==> config.mk <==
export PLATFORM = sky130hd
export DESIGN_NAME = frame_draw_sequencer_flat
export DESIGN_NICKNAME = d
export VERILOG_FILES = /design/src/rtl/frame_draw_sequencer_pkg.sv /design/src/rtl/frame_draw_sequencer_if.sv /design/src/rtl/frame_draw_sequencer_rect_scanner.sv /design/src/rtl/frame_draw_sequencer.sv /design/src/flat_wrapper.sv
export SDC_FILE = /design/constraint.sdc
export NUM_CORES = 1
export LEC_CHECK = 0
export ABC_AREA = 1
export BUFFER_PORTS_ARGS = -buffer_cell sky130_fd_sc_hd__buf_2
export CAP_MARGIN = 30
export CELL_PAD_IN_SITES_DETAIL_PLACEMENT = 1
export CELL_PAD_IN_SITES_GLOBAL_PLACEMENT = 2
export CORE_ASPECT_RATIO = 1.1
export CORE_UTILIZATION = 31
export CTS_BUF_LIST = sky130_fd_sc_hd__clkbuf_16
export DETAILED_ROUTE_END_ITERATION = 8
export PLACE_DENSITY_LB_ADDON = 0.1
export SLEW_MARGIN = 20
export SYNTH_ARGS = -nofsm -noshare
export SYNTH_HDL_FRONTEND = slang
export SYNTH_HIERARCHICAL = 1
export SYNTH_SLANG_ARGS = --single-unit
==> constraint.sdc <==
create_clock -name clock -period 3.2 [get_ports clock]
set_input_delay 0.16 -clock clock [delete_from_list [all_inputs] [get_ports clock]]
set_output_delay 0.16 -clock clock [all_outputs]
set_load 0.02 [all_outputs]
==> src/rtl/frame_draw_sequencer_pkg.sv <==
// Shared types and constants for the frame draw sequencer: FSM states,
// default screen geometry and colours, and frame-length helpers.
package draw_pkg;

  typedef enum logic [2:0] {
    ST_IDLE,
    ST_CLEAR,
    ST_PISTON,
    ST_PART0,
    ST_PART1,
    ST_PART2,
    ST_DONE
  } state_t;

  localparam int unsigned DEF_SCREEN_W  = 320;
  localparam int unsigned DEF_SCREEN_H  = 240;
  localparam int unsigned DEF_PISTON_W  = 220;
  localparam int unsigned DEF_PISTON_X0 = 50;
  localparam int unsigned DEF_PART_SIZE = 19;

  localparam logic [2:0] DEF_BG_COLOUR     = 3'b000;
  localparam logic [2:0] DEF_PISTON_COLOUR = 3'b111;
  localparam logic [2:0] DEF_PART_COLOUR   = 3'b100;

  localparam int unsigned CLEAR_CYCLES = 76800;
  localparam int unsigned PART_CYCLES  = 361;

  // Cycles from the first presented pixel to the last one, default geometry.
  function automatic int unsigned frame_cycles(input int unsigned height);
    int unsigned h;
    h = (height > DEF_SCREEN_H) ? DEF_SCREEN_H : height;
    return CLEAR_CYCLES + DEF_PISTON_W * h + 3 * PART_CYCLES;
  endfunction

endpackage

==> src/rtl/frame_draw_sequencer_if.sv <==
// Bundle between the simulation logic / VGA adapter side and the draw
// sequencer: frame request, latched scene inputs and the pixel stream.
interface frame_draw_sequencer_if;
  logic        start;
  logic [7:0]  piston_height;
  logic [26:0] part_x;
  logic [23:0] part_y;
  logic [8:0]  x;
  logic [7:0]  y;
  logic [2:0]  colour;
  logic        plot;
  logic        busy;
  logic        done;

  modport master (
    output start, piston_height, part_x, part_y,
    input  x, y, colour, plot, busy, done
  );

  modport slave (
    input  start, piston_height, part_x, part_y,
    output x, y, colour, plot, busy, done
  );
endinterface

==> src/rtl/frame_draw_sequencer_rect_scanner.sv <==
// Up-counting raster scan over a w x h rectangle, x fastest. Wraps to (0,0)
// after the last pixel so consecutive rectangles follow without a gap.
module rect_scanner (
  input  logic       clock,
  input  logic       clear,
  input  logic       restart,
  input  logic       enable,
  input  logic [8:0] w,
  input  logic [7:0] h,
  output logic [8:0] sx,
  output logic [7:0] sy,
  output logic       last
);

  logic col_last;
  logic row_last;

  assign col_last = (sx == w - 9'd1);
  assign row_last = (sy == h - 8'd1);
  assign last     = col_last && row_last;

  // NOTE: sequential state uses <= so every register samples pre-edge values.
  always_ff @(posedge clock) begin
    if (clear || restart) begin
      sx <= '0;
      sy <= '0;
    end else if (enable) begin
      if (col_last) begin
        sx <= '0;
        sy <= row_last ? 8'd0 : sy + 8'd1;
      end else begin
        sx <= sx + 9'd1;
      end
    end
  end

endmodule

==> src/rtl/frame_draw_sequencer.sv <==
// Frame draw controller: clears the screen, paints the piston, then three
// particles, one registered pixel per clock toward the VGA adapter.
module frame_draw_sequencer
  import draw_pkg::*;
#(
  parameter int unsigned SCREEN_W      = DEF_SCREEN_W,
  parameter int unsigned SCREEN_H      = DEF_SCREEN_H,
  parameter int unsigned PISTON_W      = DEF_PISTON_W,
  parameter int unsigned PISTON_X0     = DEF_PISTON_X0,
  parameter int unsigned PART_SIZE     = DEF_PART_SIZE,
  parameter logic [2:0]  BG_COLOUR     = DEF_BG_COLOUR,
  parameter logic [2:0]  PISTON_COLOUR = DEF_PISTON_COLOUR,
  parameter logic [2:0]  PART_COLOUR   = DEF_PART_COLOUR
) (
  input  logic                   clock,
  input  logic                   clear,
  frame_draw_sequencer_if.slave  bus
);

  localparam logic [8:0] SCR_W  = 9'(SCREEN_W);
  localparam logic [7:0] SCR_H  = 8'(SCREEN_H);
  localparam logic [8:0] PIS_W  = 9'(PISTON_W);
  localparam logic [8:0] PIS_X0 = 9'(PISTON_X0);
  localparam logic [8:0] PRT_W  = 9'(PART_SIZE);
  localparam logic [7:0] PRT_H  = 8'(PART_SIZE);

  state_t      state, state_nx;
  logic [7:0]  height_q;
  logic [26:0] part_x_q;
  logic [23:0] part_y_q;
  logic [7:0]  height_clamped;

  logic [8:0]  sx;
  logic [7:0]  sy;
  logic        last;
  logic [8:0]  scan_w;
  logic [7:0]  scan_h;
  logic        scan_restart;
  logic        scan_enable;

  logic [8:0]  part_px;
  logic [7:0]  part_py;
  logic [9:0]  sum_x;
  logic [8:0]  sum_y;
  logic        clipped;

  logic [8:0]  x_nx;
  logic [7:0]  y_nx;
  logic [2:0]  colour_nx;
  logic        plot_nx;
  logic        busy_nx;
  logic        done_nx;

  rect_scanner u_scanner (
    .clock   (clock),
    .clear   (clear),
    .restart (scan_restart),
    .enable  (scan_enable),
    .w       (scan_w),
    .h       (scan_h),
    .sx      (sx),
    .sy      (sy),
    .last    (last)
  );

  assign height_clamped = (bus.piston_height > SCR_H) ? SCR_H : bus.piston_height;

  always_comb begin
    part_px = part_x_q[8:0];
    part_py = part_y_q[7:0];
    case (state)
      ST_PART1: begin part_px = part_x_q[17:9];  part_py = part_y_q[15:8];  end
      ST_PART2: begin part_px = part_x_q[26:18]; part_py = part_y_q[23:16]; end
      default:  ;
    endcase
  end

  // Widened sums so off-screen pixels are detected instead of wrapping.
  assign sum_x   = {1'b0, part_px} + {1'b0, sx};
  assign sum_y   = {1'b0, part_py} + {1'b0, sy};
  assign clipped = (sum_x >= {1'b0, SCR_W}) || (sum_y >= {1'b0, SCR_H});

  always_ff @(posedge clock) begin
    if (clear) state <= ST_IDLE;
    else       state <= state_nx;
  end

  // The scanner always points at the pixel the output register loads next,
  // so IDLE+start already emits the first clear pixel at the accepting edge.
  always_comb begin
    // NOTE: every output gets a default first so no path infers a latch.
    state_nx     = state;
    scan_w       = SCR_W;
    scan_h       = SCR_H;
    scan_restart = 1'b0;
    scan_enable  = 1'b0;
    x_nx         = '0;
    y_nx         = '0;
    colour_nx    = '0;
    plot_nx      = 1'b0;
    busy_nx      = 1'b0;
    done_nx      = 1'b0;
    case (state)
      ST_IDLE: begin
        if (bus.start) begin
          state_nx    = ST_CLEAR;
          scan_enable = 1'b1;
          x_nx        = sx;
          y_nx        = sy;
          colour_nx   = BG_COLOUR;
          plot_nx     = 1'b1;
          busy_nx     = 1'b1;
        end else begin
          scan_restart = 1'b1;
        end
      end
      ST_CLEAR: begin
        scan_enable = 1'b1;
        x_nx        = sx;
        y_nx        = sy;
        colour_nx   = BG_COLOUR;
        plot_nx     = 1'b1;
        busy_nx     = 1'b1;
        if (last) state_nx = (height_q == 8'd0) ? ST_PART0 : ST_PISTON;
      end
      ST_PISTON: begin
        scan_w      = PIS_W;
        scan_h      = height_q;
        scan_enable = 1'b1;
        x_nx        = PIS_X0 + sx;
        y_nx        = sy;
        colour_nx   = PISTON_COLOUR;
        plot_nx     = 1'b1;
        busy_nx     = 1'b1;
        if (last) state_nx = ST_PART0;
      end
      ST_PART0, ST_PART1, ST_PART2: begin
        scan_w      = PRT_W;
        scan_h      = PRT_H;
        scan_enable = 1'b1;
        x_nx        = sum_x[8:0];
        y_nx        = sum_y[7:0];
        colour_nx   = PART_COLOUR;
        plot_nx     = !clipped;
        busy_nx     = 1'b1;
        if (last) begin
          case (state)
            ST_PART0: state_nx = ST_PART1;
            ST_PART1: state_nx = ST_PART2;
            default:  state_nx = ST_DONE;
          endcase
        end
      end
      ST_DONE: begin
        done_nx  = 1'b1;
        state_nx = ST_IDLE;
      end
      default: state_nx = ST_IDLE;
    endcase
  end

  always_ff @(posedge clock) begin
    if (clear) begin
      height_q <= '0;
      part_x_q <= '0;
      part_y_q <= '0;
    end else if (state == ST_IDLE && bus.start) begin
      height_q <= height_clamped;
      part_x_q <= bus.part_x;
      part_y_q <= bus.part_y;
    end
  end

  always_ff @(posedge clock) begin
    if (clear) begin
      bus.x      <= '0;
      bus.y      <= '0;
      bus.colour <= '0;
      bus.plot   <= 1'b0;
      bus.busy   <= 1'b0;
      bus.done   <= 1'b0;
    end else begin
      bus.x      <= x_nx;
      bus.y      <= y_nx;
      bus.colour <= colour_nx;
      bus.plot   <= plot_nx;
      bus.busy   <= busy_nx;
      bus.done   <= done_nx;
    end
  end

endmodule
==> src/flat_wrapper.sv <==
// flat-port wrapper written by rule: the top's interface ports become plain ports
module frame_draw_sequencer_flat import draw_pkg::*;
#(
  parameter int unsigned SCREEN_W      = DEF_SCREEN_W,
  parameter int unsigned SCREEN_H      = DEF_SCREEN_H,
  parameter int unsigned PISTON_W      = DEF_PISTON_W,
  parameter int unsigned PISTON_X0     = DEF_PISTON_X0,
  parameter int unsigned PART_SIZE     = DEF_PART_SIZE,
  parameter logic [2:0]  BG_COLOUR     = DEF_BG_COLOUR,
  parameter logic [2:0]  PISTON_COLOUR = DEF_PISTON_COLOUR,
  parameter logic [2:0]  PART_COLOUR   = DEF_PART_COLOUR
)
  (clock, clear, bus_start, bus_piston_height, bus_part_x, bus_part_y, bus_x, bus_y, bus_colour, bus_plot, bus_busy, bus_done);
  frame_draw_sequencer_if bus_i ();
  input  logic clock;
  input  logic clear;
  input wire logic [$bits(bus_i.start)-1:0] bus_start;
  input wire logic [$bits(bus_i.piston_height)-1:0] bus_piston_height;
  input wire logic [$bits(bus_i.part_x)-1:0] bus_part_x;
  input wire logic [$bits(bus_i.part_y)-1:0] bus_part_y;
  output wire logic [$bits(bus_i.x)-1:0] bus_x;
  output wire logic [$bits(bus_i.y)-1:0] bus_y;
  output wire logic [$bits(bus_i.colour)-1:0] bus_colour;
  output wire logic [$bits(bus_i.plot)-1:0] bus_plot;
  output wire logic [$bits(bus_i.busy)-1:0] bus_busy;
  output wire logic [$bits(bus_i.done)-1:0] bus_done;
  assign bus_i.start = bus_start;
  assign bus_i.piston_height = bus_piston_height;
  assign bus_i.part_x = bus_part_x;
  assign bus_i.part_y = bus_part_y;
  assign bus_x = bus_i.x;
  assign bus_y = bus_i.y;
  assign bus_colour = bus_i.colour;
  assign bus_plot = bus_i.plot;
  assign bus_busy = bus_i.busy;
  assign bus_done = bus_i.done;
  frame_draw_sequencer #(.SCREEN_W(SCREEN_W), .SCREEN_H(SCREEN_H), .PISTON_W(PISTON_W), .PISTON_X0(PISTON_X0), .PART_SIZE(PART_SIZE), .BG_COLOUR(BG_COLOUR), .PISTON_COLOUR(PISTON_COLOUR), .PART_COLOUR(PART_COLOUR)) u_core (.clock(clock), .clear(clear), .bus(bus_i));
endmodule
== Yosys cells after proc, flatten, opt, wreduce, memory -nomap -nowiden ==
Index checks and enable logic that the tools add are counted.
Word-level totals
  input bits: 62
  register bits: 102
  output and inout bits: 23
  logic and storage cells: 71
Cells by class
  reduce and logical (&&, ||, !) cells: 12
  add/sub/neg operators: 7
  muxes and demuxes: 25
  $lt $le $gt $ge: 3
  equal/unequal tests: 12
Operators by type and width (number)
  $pmux W9 S2: 2
  $pmux W9 S4: 1
  $pmux W8 S2: 2
  $mux W8: 3
  $pmux W8 S3: 1
  $mux W9: 2
  $mux W3: 4
  $pmux W3 S4: 1
  $add A9 B9 Y10: 1
  $ge A10 B9 Y1 const B: 1
  $add A6 B9 Y9 const A: 1
  $add A8 B8 Y9: 1
  $add A9 B1 Y9 const B: 1
  $eq A3 B3 Y1 const B: 3
  $eq A9 B9 Y1: 1
  $ge A9 B8 Y1 const B: 1
  $sub A9 B1 Y9 const B: 1
  $add A8 B1 Y8 const B: 1
  $eq A8 B8 Y1: 1
  $gt A8 B8 Y1 const B: 1
  $logic_not A8 Y1: 1
  $sub A8 B1 Y8 const B: 1
  $eq A3 B2 Y1 const B: 2
  $ne A2 B1 Y1 const B: 3
  16 further kinds: 22

== Depth between registers and ports, before layout ==
  word-level depth: 8
  depth in mapped cells: 21
  gate-level depth less buffers: 19

== Cells and area by module ==
The synthesis kept the hierarchy.
Modules (own cells, without submodules)
  frame_draw_sequencer: instances 1, seq. area each 1681.6 um^2, cells an instance 621, area an instance 4350.4 um^2
  rect_scanner: instances 1, seq. area each 340.3 um^2, cells an instance 264, area an instance 1508.9 um^2

== Worst setup path after synthesis ==
No wires, ideal clock.
  path type: reg-to-reg
  from: reg u_core.state[0]
  to: reg u_core.state[2]
  stages on the path, launching flop included: 21
  path buffers: 2
  path slack: 626 ps
  required time: 3114 ps
  library setup time: 86 ps
  arrival time: 2489 ps
  period minus slack after synthesis: 2574 ps
  path through: dfxtp_1 > inv_2 > nand3_1 > buf_2 > inv_1 > buf_2 > nor2_2 > inv_1 > nor2_1 > nand2_1 > nor2_1 > nand2_1 > nand2_1 > nand2_1 > nor2_1 > nand3_1 > nor3_1 > nor2_1 > nor2_4 > nor2_1 > a211oi_1
Between the ends
  cells in the longest elaborated chain, start to end: 8
  elaborated cells between the ends (all ways): 20
  those cells by class: add/sub (2); eq/ne (11); mux (3); reduce/logical (4)
RTL lines
  start: declaration: RTL line frame_draw_sequencer.sv:27  | state_t state, state_nx;
  start signal: assignment: RTL line frame_draw_sequencer.sv:85  | else state <= state_nx;
  $eq A3 B3 Y1 or $eq A3 B2 Y1 (tied branches): RTL line frame_draw_sequencer.sv:103  | case (state)
  $reduce_or A3 Y1
  $pmux W9 S2 (*): RTL line frame_draw_sequencer.sv:103
  via u_core.scan_w[8]: RTL line frame_draw_sequencer.sv:36  | logic [8:0] scan_w;
  $sub A9 B1 Y9 (*): RTL line frame_draw_sequencer_rect_scanner.sv:18  | assign col_last = (sx == w - 9'd1);
  $eq A9 B9 Y1 (*): RTL line frame_draw_sequencer_rect_scanner.sv:18
  $logic_and A1 B1 Y1 (*): RTL line frame_draw_sequencer_rect_scanner.sv:20  | assign last = col_last && row_last;
  via u_core.last: RTL line frame_draw_sequencer.sv:35  | logic last;
  $ne A2 B1 Y1 (no line)
  $reduce_and A4 Y1 (no line) (*)
Mark *: on every way through the listed nets, which the timed path passes. The rest lies on a longest branch.
A chain may end at the register's enable or synchronous reset.

== Final worst setup path ==
  from: reg u_core.state[1]
  to: reg u_core.bus.plot
Between the ends
  cells in the longest elaborated chain, start to end: 7
  elaborated cells between the ends (all ways): 17
  those cells by class: add/sub (2); order compare (2); eq/ne (5); mux (3); reduce/logical (5)
RTL lines
  $eq A3 B3 Y1: RTL line frame_draw_sequencer.sv:71, frame_draw_sequencer.sv:103
  $pmux W9 S2 or $pmux W8 S2 (tied branches): RTL line frame_draw_sequencer.sv:71  | case (state)
  $add A9 B9 Y10 or $add A8 B8 Y9 (tied branches): RTL line frame_draw_sequencer.sv:79, frame_draw_sequencer.sv:80
  $ge A10 B9 Y1 or $ge A9 B8 Y1 (tied branches): RTL line frame_draw_sequencer.sv:81  | assign clipped = (sum_x >= {1'b0, SCR_W}) || (sum_y >= {1'b0, SCR_H});
  $logic_or A1 B1 Y1: RTL line frame_draw_sequencer.sv:81
  $logic_not A1 Y1: RTL line frame_draw_sequencer.sv:144  | plot_nx = !clipped;
  $pmux W1 S3 (*): RTL line frame_draw_sequencer.sv:103
  end signal: assignment: RTL line frame_draw_sequencer.sv:186  | bus.plot <= plot_nx;
  end: declaration: RTL line frame_draw_sequencer_if.sv:22  | output x, y, colour, plot, busy, done
Every way passes the cells marked *; elsewhere a longest branch is shown, timed or not.

==> metrics.md <==
| Metric | Value |
|---|---|
| Outcome | completed |
| CP arrival | 3.12 ns |
| R2R Path End | u_core/bus.plot |
| Post-synthesis sequential area ratio | 34.5% |
| ANT nets after route | 0 |
| R2R setup slack | 0.38 ns |
| Largest cells by area after synthesis | dfxtp_1 (35%), nand2_1 (16%), a21oi_1 (7.7%) |
| Final hold vios | 0 |
| Via count | 5893 |
| Die area | 19500 um2 |
| Iter 0 DRT Violations | 207 |
| Total chip power | 5.79 mW |
| Chip height | 146 um |
| Worst clock skew | 0.0124 ns |
| Max VDD drop | 413 uV |
| Initial core utilization | 31.7% |
| Most used DFF post-synth | dfxtp_1 |
| Post-synth top area cell | dfxtp_1 |
| Clock tree buffer depth | 2 |
| Slew @ Worst Pin | 0.891 ns |
| RR Startpoint | u_core/state[1] |
| Setup crit start kind | flip-flop |
| Post-Syn Area | 5860 um2 |
| Area Growth Syn to Fin | 19.0% |
| Top-area cell type share of the netlist area | 34.5% |
| Relative slew slack | 40.6% |
| Post-DR vias/cell | 4.82 |
| Final critical-path required period | 2.82 ns |
| Mapped Cells | 885 |
| Crit Path Max Fanout | 17 |
| PwrDens | 830 nW/um2 |
| Core Rows | 52 |
| End of the worst hold path | u_core/part_y_q[14] |
| GRT overflow | 0 |
| Most frequent cells after synthesis | nand2_1 (242), inv_1 (116), dfxtp_1 (101), a21oi_1 (90), nor2_1 (70) |
| Post-synth ARST share | 0% |
| #FFs+latches synth | 101 |
| Area of the core | 18500 um2 |
| Max Fclk | 0.354 GHz |
| Ant. Diodes | 0 |
| Die width | 133 um |
| Final Setup Violations | 0 |
| Share of layout cells above drive strength 1 | 15.7% |
| DR pass1 iterations | 4 |
| Clk sinks | 101 |
| I/O pin total | 85 |
| Int Power | 3.03 mW |
| Top-count cell post-synth | nand2_1 |
| Setup bufs post-CTS | 0 |
| Tcrit/Tclk final | 88.2% |
| EDFF count, synth | 0 |
| Nets | 1063 |
| Final Max Slew Viols | 0 |
| CTS tree | yes |
| Part of the power in registers | 28.5% |
| Synth unique cells | 47 |
| Hold buffer count at CTS | 0 |
| RSZ-0062 raised after global routing | false |
| CTS buffer count | 9 |
| Avg Inst Size Synth | 6.62 um2 |
| Crit. End Element | flip-flop |
| Tot GR Track Use | 20.8% |
| Path depth of the worst reg2reg path | 18 |
| CP Class | reg -> reg |
| P_sw | 2.76 mW |
| Setup TNS | 0 ns |
| Leakage | 3.17 nW |
| Final worst setup slack | 0.377 ns |
| I/O Buffers | 84 |
| Clock latency on the worst-skew pair | 0.37 ns |
| Final Cell Area | 6980 um2 |
| Vias in the first global route | 5908 |
| Root Buffer | clkbuf_16 |
| Total wire length | 19600 um |
| Pre-CTS WS | 0.253 ns |
| Hold Path Class | in -> reg |
| Max-cap violations | 0 |
| Yosys warns | 6 |
| DRC Markers | 0 |
| Dpl cell area | 6650 um2 |
| First-pass GRT wire length | 31300 um |
| Worst-path clk slew | 0.09 ns |
| H-tree depth | 3 |
| Drt wl/cell | 16.0 um |
| Initial antenna violation count | 0 |
| Gate power share | 51.4% |
| Switch share | 47.7% |
| GP Congestion | 0.812 |
| HPWL Detailed | 14600 um |
| Hold Crit Start | bus_part_y[14] |
| WHS Path Cells | 3 |
| Power share of the clock group | 20.2% |
| Largest net degree at the start of global routing | 98 |
| WP data required | 3.49 ns |
[stage by stage]
stage                     hold WS (ns)  utilization, %  cells
after floorplan                  0.302               -    887
after global placement           0.413            36.0   1207
after detailed placement         0.417            36.0   1207
after CTS                       0.0103            37.7   1223
after global routing            0.0263            37.8   1223
final                           0.0254            37.8   1223
[kinds of logic after synthesis]
group                    Yosys count  share of synthesized area [%]
adder cells (fa/ha/maj)           26                           5.81
buffers and inverters            155                           10.3
XOR/XNOR                          17                           2.54
AO/OA/AOI/OAI                    179                           17.3
flip-flops                       101                           34.5
AND/OR/NAND/NOR                  406                           29.4
other                              1                         0.0640
[power groups by stage]
| stage | Clock (mW) | Combinational [mW] | Sequential [mW] |
|---|---|---|---|
| after floorplan | 0 | 2.04 | 1.70 |
| after global placement | 0 | 2.98 | 1.67 |
| after detailed placement | 0 | 2.99 | 1.68 |
| after CTS | 1.21 | 3.01 | 1.65 |
| after global routing | 1.26 | 3.36 | 1.68 |
| final | 1.17 | 2.97 | 1.65 |
[worst max-delay path: stages, from the launching register on]
cell and delay, ns:
dfxtp_1 0.35, inv_2 0.14, nand2_1 0.17, clkinv_1 0.07, buf_4 0.26, o221ai_1 0.19
ha_1 0.27, fa_1 0.42, nand2_1 0.09, inv_1 0.05, nand2_1 0.05, nand3_1 0.11
nand2_1 0.10, nand2_1 0.05, nand2_1 0.05, nand2_1 0.08, nand2_1 0.09, nand3_1 0.07
a21oi_1 0.12
[repair_timing]
action	CTS	global route
gates resized for setup	0	7
endpoints found under the setup margin	0	17
endpoints found under the hold margin	0	0
[cell usage in the layout, fill, tap and decap left out, drive strengths merged]
cell / netlist / layout
a22o: 1 / 1
nor4: 3 / 3
conb: 1 / 3
nand3b: 1 / 1
inv: 125 / 128
a211oi: 4 / 4
xor2: 11 / 11
fa: 2 / 2
nor3: 9 / 9
o21ai: 50 / 50
xnor2: 6 / 6
or2: 7 / 7
nand2: 245 / 245
a31o: 1 / 1
buf: 13 / 106
clkbuf: 16 / 9
nand3: 55 / 55
o21bai: 2 / 2
o221ai: 15 / 15
clkinv: 1 / 5
nand4: 11 / 11
ha: 24 / 24
o211ai: 1 / 1
a22oi: 1 / 1
nor2: 74 / 74
a21oi: 91 / 91
a31oi: 8 / 8
dfxtp: 101 / 101
a21o: 1 / 1
a32o: 1 / 1
a221oi: 2 / 2
o22ai: 1 / 1
nor3b: 1 / 1
[layout make-up]
class	instances	area, um2
Multi-Input combinational cell	631	3260
Sequential cell	101	2020
Clock inverter	7	88.8
Timing Repair Buffer	106	598
Clock buffer	9	225
Inverter	126	475
Fill cell	2458	11500
Tap cell	243	304
[worst max-delay path by stage]
stage | slack [ns] | startpoint | endpoint
3_5_place_dp | 0.25 | u_core/state[1] | u_core/u_scanner/sy[0]
5_1_grt | 0.05 | u_core/state[1] | u_core/state[1]
3_3_place_gp | 0.19 | u_core/state[1] | u_core/bus.plot
4_1_cts | 0.23 | u_core/state[1] | u_core/u_scanner/sy[0]
2_1_floorplan | 0.63 | u_core/state[0] | u_core/state[2]
6_report | 0.38 | u_core/state[1] | u_core/bus.plot
[flip-flops by register name, indices dropped and copies added (netlist names), 2 cells and up]
register             cells
u_core/bus.colour        2
u_core/bus.x             9
u_core/bus.y             8
u_core/height_q          8
u_core/part_x_q         27
u_core/part_y_q         24
u_core/state             3
u_core/u_scanner/sx      9
u_core/u_scanner/sy      8
[per-layer routing]
layer	global-route usage [%]	vias to the layer above	routed length (um)
li1	-	3050	-
met1	27.4	2761	9440
met2	34.9	65	9310
met3	2.01	17	392
met4	7.87	0	418
met5	0	-	0
Note: power is estimated with default switching activity, not from simulation.
